File: src/rtl/mac_row_ctrl.sv
// Sequencer for one mac_row: loads col kernel weights, then streams num_act
// activations, then drains the row with col bubbles before pulsing done.
module mac_row_ctrl #(
  parameter int bw     = 4,
  parameter int col    = 2,
  parameter int cnt_bw = 8
) (
  input  logic              clk,
  input  logic              reset,
  input  logic              start,
  input  logic [cnt_bw-1:0] num_act,
  input  logic [bw-1:0]     w_data,
  input  logic              w_valid,
  output logic              w_ready,
  input  logic [bw-1:0]     x_data,
  input  logic              x_valid,
  output logic              x_ready,
  output logic [bw-1:0]     in_w,
  output logic [1:0]        inst_w,
  output logic              busy,
  output logic              done
);

  localparam int WCW = $clog2(col + 1);
  localparam logic [WCW-1:0] W_LAST = WCW'(col - 1);

  typedef enum logic [2:0] {
    S_IDLE, S_LOAD, S_GAP, S_EXEC, S_DRAIN, S_DONE
  } state_t;

  state_t state_q, state_d;

  logic [WCW-1:0]    wcnt_q, wcnt_d;
  logic [cnt_bw-1:0] xcnt_q, xcnt_d;
  logic [cnt_bw-1:0] nact_q, nact_d;
  logic [bw-1:0]     in_w_q, in_w_d;
  logic [1:0]        inst_w_q, inst_w_d;
  logic              done_q, done_d;

  logic              w_acc, x_acc, x_last, job_go;
  logic [cnt_bw-1:0] xcnt_inc;

  assign w_acc    = w_valid & w_ready;
  assign x_acc    = x_valid & x_ready;
  assign xcnt_inc = xcnt_q + cnt_bw'(1);
  // Equality against the captured count, so the counter never needs to wrap.
  assign x_last   = (xcnt_inc == nact_q);
  assign job_go   = start & (num_act != '0);

  always_ff @(posedge clk or negedge reset) begin
    if (!reset) state_q <= S_IDLE;
    else        state_q <= state_d;
  end

  always_comb begin
    state_d = state_q;
    case (state_q)
      S_IDLE:  if (job_go) state_d = S_LOAD;
      S_LOAD:  if (w_acc && wcnt_q == W_LAST) state_d = S_GAP;
      S_GAP:   state_d = S_EXEC;
      S_EXEC:  if (x_acc && x_last) state_d = S_DRAIN;
      S_DRAIN: if (wcnt_q == W_LAST) state_d = S_DONE;
      S_DONE:  state_d = S_IDLE;
      default: state_d = S_IDLE;
    endcase
  end

  always_comb begin
    w_ready  = (state_q == S_LOAD);
    x_ready  = (state_q == S_EXEC);
    busy     = (state_q != S_IDLE);
    in_w_d   = '0;
    inst_w_d = 2'b00;
    done_d   = (state_d == S_DONE);
    wcnt_d   = wcnt_q;
    xcnt_d   = xcnt_q;
    nact_d   = nact_q;
    case (state_q)
      S_IDLE: if (job_go) begin
        nact_d = num_act;
        wcnt_d = '0;
        xcnt_d = '0;
      end
      S_LOAD: if (w_acc) begin
        in_w_d   = w_data;
        inst_w_d = 2'b01;
        wcnt_d   = (wcnt_q == W_LAST) ? '0 : wcnt_q + WCW'(1);
      end
      S_EXEC: if (x_acc) begin
        in_w_d   = x_data;
        inst_w_d = 2'b10;
        xcnt_d   = xcnt_inc;
      end
      // The weight counter is free after LOAD and times the drain bubbles.
      S_DRAIN: wcnt_d = (wcnt_q == W_LAST) ? '0 : wcnt_q + WCW'(1);
      default: ;
    endcase
  end

  always_ff @(posedge clk or negedge reset) begin
    if (!reset) begin
      in_w_q   <= '0;
      inst_w_q <= 2'b00;
      done_q   <= 1'b0;
      wcnt_q   <= '0;
      xcnt_q   <= '0;
      nact_q   <= '0;
    end else begin
      in_w_q   <= in_w_d;
      inst_w_q <= inst_w_d;
      done_q   <= done_d;
      wcnt_q   <= wcnt_d;
      xcnt_q   <= xcnt_d;
      nact_q   <= nact_d;
    end
  end

  assign in_w   = in_w_q;
  assign inst_w = inst_w_q;
  assign done   = done_q;

endmodule
File: config.mk
export PLATFORM = sky130hd
export DESIGN_NAME = mac_row_ctrl
export DESIGN_NICKNAME = d
export VERILOG_FILES = /design/src/rtl/mac_row_ctrl.sv
export SDC_FILE = /design/constraint.sdc
export NUM_CORES = 1
export LEC_CHECK = 0
export CAP_MARGIN = 10
export CORE_MARGIN = 4
export CORE_UTILIZATION = 44
export DETAILED_ROUTE_END_ITERATION = 12
export GPL_TIMING_DRIVEN = 0
export PLACE_DENSITY = 0.7
export REMOVE_ABC_BUFFERS = 1
export SLEW_MARGIN = 30
export SYNTH_ARGS = -nofsm -noshare
export SYNTH_HDL_FRONTEND = slang
export SYNTH_SLANG_ARGS = --single-unit
File: constraint.sdc
create_clock -name clk -period 5.6 [get_ports clk]
set_input_delay 1.4 -clock clk [delete_from_list [all_inputs] [get_ports clk]]
set_output_delay 1.4 -clock clk [all_outputs]
set_load 0.05 [all_outputs]
# After elaboration in Yosys (flattened, before gate mapping)
# Cells that the tools add are included.
# Widths: inputs -> output; s select.
[word_totals] regBits=28 inputBits=21 out_inout_bits=10 word_cells=50
[classes] add_sub_neg=2 n_eq_ne=10 n_mux=18 bitwise=3 reduce_logical=10
[op_table] cell="$mux 8" n=2
[op_table] cell="$pmux 8 s2" n=1
[op_table] cell="$pmux 3 s5" n=1
[op_table] cell="$mux 3" n=4
[op_table] cell="$add 8x1->8 const B" n=1
[op_table] cell="$eq 8x8->1" n=1
[op_table] cell="$mux 2" n=4
[op_table] cell="$mux 4" n=2
[op_table] cell="$pmux 4 s2" n=1
[op_table] cell="$reduce_bool 8->1" n=1
[op_table] cell="$eq 3x2->1 const B" n=2
[op_table] cell="$eq 3x3->1 const B" n=2
[op_table] cell="$pmux 2 s3" n=1
[op_table] cell="$reduce_and 3->1" n=2
[op_table] cell="$reduce_bool 3->1" n=2
[op_table] cell="$ne 2x1->1 const B" n=2
[op_table] cell="$pmux 2 s2" n=1
[op_table] cell="$and 1x1->1" n=3
[op_table] cell="$eq 3x1->1 const B" n=1
[op_table] cell="$logic_not 3->1" n=1
[op_table] cell="$add 2x1->2 const B" n=1
[op_table] cell="$eq 2x1->1 const B" n=1
[op_table] cell="$logic_and 1x1->1" n=2
[op_table] cell="$ne 2x2->1 const B" n=1
[op_table] cell="3 further kinds" n=3

# Longest topological paths before layout
[logic_depth] depth_word=6 depth_mapped=8 ltp_nobuf=6

# Least setup slack after synthesis
# OpenSTA, ideal clock, no wires.
[synth_timing] path_type="reg-to-output" start="register state_q[2]" end="output w_ready" t_arrival_ps=1424 required_time_ps=4200 setup_slack_ps=2776 path_stages_with_launch=4 path_buffers=1 path_cell_list="dfrtp_1 > clkbuf_1 > nand2b_1 > nor2_1"
[synth_between] elab_chain_cells=1
[synth_lines] element="start, declared" line="31" source="state_t state_q, state_d;"
[synth_lines] element="start signal, assigned" line="52" source="else state_q <= state_d;"
[synth_lines] element="$eq 3x1->1" line="69" source="w_ready = (state_q == S_LOAD);"
[synth_lines] element="end, declared" line="14" source="output logic w_ready,"
# No other way between the ends.

# Final worst setup path
[layout_timing] start="register state_q[2]" end="output x_ready"
[layout_between] elab_chain_cells=1
[layout_lines] element="$eq 3x2->1" line="70" source="x_ready = (state_q == S_EXEC);"
[layout_lines] element="end, declared" line="17" source="output logic x_ready,"
# No other way between the ends.

==> reports/qor.txt <==
Status = complete, no violations
Tmin final = 3.47 ns
Initial antenna violation count = 0
Footprint of the multi-input gates = 806 µm²
Final Slew Violations = 0
Fill count = 298
Critical Path Stages = 4
Worst Tran Pin Value = 0.630 ns
Clock Sinks = 28
Core Area = 3390 µm²
Post-route antenna net violation count = 0
CP startpoint = state_q[2]$_DFF_PN0_
Setup violators final = 0
Seq/Total Area, Yosys = 44.6%
Yosys top cell area share = 44.6%
Critical path class = reg -> out
Yosys cell types = 44
First-pass GRT wire length = 5.84 mm
DRT Pass-1 Iters = 4
Type of the worst min-delay path = reg -> reg
Avg Cell Area, Syn = 10.0 µm²
Maximum cell stage delay along the critical path = 0.79 ns
Fraction of the cycle the final worst path needs = 62.1%
Max H-tree Level = 1
CTS tree = built
DRC viols = 0
CP bufs+invs = 2
Hold Slack = 0.547 ns
Max Clk Rate = 288 MHz
Maxcap violations = 0
Yosys warns = 0
Relative slew margins = 58.0%
Final clock skew = 0.00504 ns
Vias = 1,228
Worst-path cell chain = and2b_1 -> nand2_1 -> inv_1 -> clkdlybuf4s50_1
Mapped cell area = 1570 µm²
CP max-delay cell = clkdlybuf4s50_1
CTS Hold Bufs = 0
Largest net degree at the start of global routing = 29
Vias in the first global route = 1,265
Util after Layout = 56.5%
Post-Synthesis Cells = 157
Ratio of cells with drive above 1 in the final layout = 12.0%
Port Buffers = 30
Dpl hpwl = 2.50 mm
Total track usage = 16.7%
Row cnt = 21
Number of synthesized flops with an enable pin = 0
RSZ-0062 raised after global routing = false
N_diodes = 0
Flops & latches, synth = 28
Post-CTS sizing = 0
FFs w/ async S/R, synth = 100%
Die H = 67.7 µm
Die W = 67.7 µm
Critical Path Sink = x_ready
Crit Path Max Fanout = 11
FF+latch area = 701 µm²
Grt ovf = 0
RePlAce Congestion = 0.832
Clock Path Buffers = 2
CP Capture Type = output port
Biggest area consumer among synthesized cells = dfrtp_1
Most common cell after layout, fill and taps aside = clkdlybuf4s50_1
Area Growth Syn to Fin = 21.9%
Power per standard cell area = 456 nW/µm²
Total CTS buffers = 3
Main synth FF type = dfrtp_1
Peak VDD IR = 0.000190 V
Hold Fails Final Rpt = 0
R2R cell count = 6
Critical Path Start Type = flop
Final TNS setup = 0 ns
Worst-Skew Late Latency = 0.33 ns
Fin nets = 206
CTS clk-pin slew, worst paths = 0.15 ns
Avg WL per Cell = 14.4 µm
Initial core utilization = 46.3%
Vias per cell = 5.36
I/O pin count = 31
Cells taking the most area after synthesis = dfrtp_1, mux2_2, xnor2_1
Most frequent cells in the layout = clkdlybuf4s50_1, dfrtp_1, nor2_1
Critical R2R Capture = state_q[0]$_DFF_PN0_
WL final = 3.29 mm
Post-CTS Setup Bufs = 0
R2R setup slack = 3.44 ns
WP data required = 4.20 ns
Die ar. = 4590 µm²
Top delay family on crit path = buffers and inverters
DR iter-0 viols = 43
Reg2reg start = state_q[2]$_DFF_PN0_
Worst Path Arrival = 2.07 ns
LEAKAGE = 0.000801 µW
CTS root buffer = clkbuf_4
## how the worst min path moves through the flow
| stage | start | end | slack (ns) | cells past startpoint |
|---|---|---|---|---|
| global route | xcnt_q[7]$_DFFE_PN0P_ | xcnt_q[7]$_DFFE_PN0P_ | 0.58 | 1 |
| finish | xcnt_q[7]$_DFFE_PN0P_ | xcnt_q[7]$_DFFE_PN0P_ | 0.55 | 1 |
| CTS | wcnt_q[1]$_DFFE_PN0P_ | wcnt_q[1]$_DFFE_PN0P_ | 0.55 | 1 |
| detailed placement | wcnt_q[1]$_DFFE_PN0P_ | wcnt_q[1]$_DFFE_PN0P_ | 0.51 | 1 |
| global placement | wcnt_q[1]$_DFFE_PN0P_ | wcnt_q[1]$_DFFE_PN0P_ | 0.51 | 1 |
| floorplan | wcnt_q[1]$_DFFE_PN0P_ | wcnt_q[1]$_DFFE_PN0P_ | 0.48 | 1 |
## registers in the layout, indices dropped and copies added, names as in the netlist
name	cells
in_w	4
done	1
inst_w	2
state_q	3
nact_q	8
xcnt_q	8
wcnt_q	2
## power by group
group | leakage (µW) | total [µW] | internal (µW) | switching [µW]
logic | 0.000423 | 425 | 182 | 243
clock network | 0.0000210 | 98.9 | 39.9 | 59.1
registers | 0.000357 | 348 | 269 | 79.5
total | 0.000801 | 872 | 491 | 382
## layer usage
| layer | up-vias | GRT usage [%] | routed length, µm |
|---|---|---|---|
| met5 | - | 0 | 0 |
| met4 | 0 | 4.81 | 42 |
| met3 | 5 | 2.66 | 109 |
| met2 | 23 | 28.1 | 1640 |
| met1 | 583 | 22.0 | 1510 |
| li1 | 617 | - | - |
## cells by family (layout without fill, tap and decap cells)
| group | Yosys count | in the layout | synth area share (%) |
|---|---|---|---|
| buffers and inverters | 13 | 39 | 4.06 |
| muxes | 8 | 8 | 5.74 |
| and+or+nand+nor | 57 | 57 | 19.3 |
| xor gates and xnor gates | 9 | 9 | 5.02 |
| adders and majority gates | 1 | 1 | 0.797 |
| AOI/OAI and AO/OA | 41 | 41 | 20.5 |
| DFF | 28 | 28 | 44.6 |
## stage by stage
step	instances	area [µm²]	setup WS, ns	power (µW)
2_1_floorplan	149	1530	2.73	655
3_3_place_gp	225	1880	2.03	768
3_5_place_dp	225	1880	2.01	781
4_1_cts	229	1910	2.10	881
5_1_grt	229	1910	1.98	939
6_report	229	1910	2.13	872
## synthesized netlist by cell type (2+ instances only)
cell	instances
a211oi_2	2
a21o_1	3
a21oi_1	4
a22oi_1	4
a31oi_1	3
and2_1	5
buf_2	3
buf_4	3
dfrtp_1	28
inv_1	5
mux2_2	8
nand2_1	11
nand2b_1	7
nand3_1	3
nand4_1	3
nor2_1	13
nor3_1	5
o211ai_2	2
o21ai_0	4
o21ai_1	8
o2bb2ai_1	2
o31ai_1	2
xnor2_1	6
xor2_1	3
## cell type report
class	count	share of cell area, %
clock buffer	4	1.90
timing repair buffer	30	15.4
tap	46	3.01
inverter	5	0.980
sequential	28	36.6
multi-input combinational	116	42.1
Note: power is estimated with default switching activity, not from simulation.
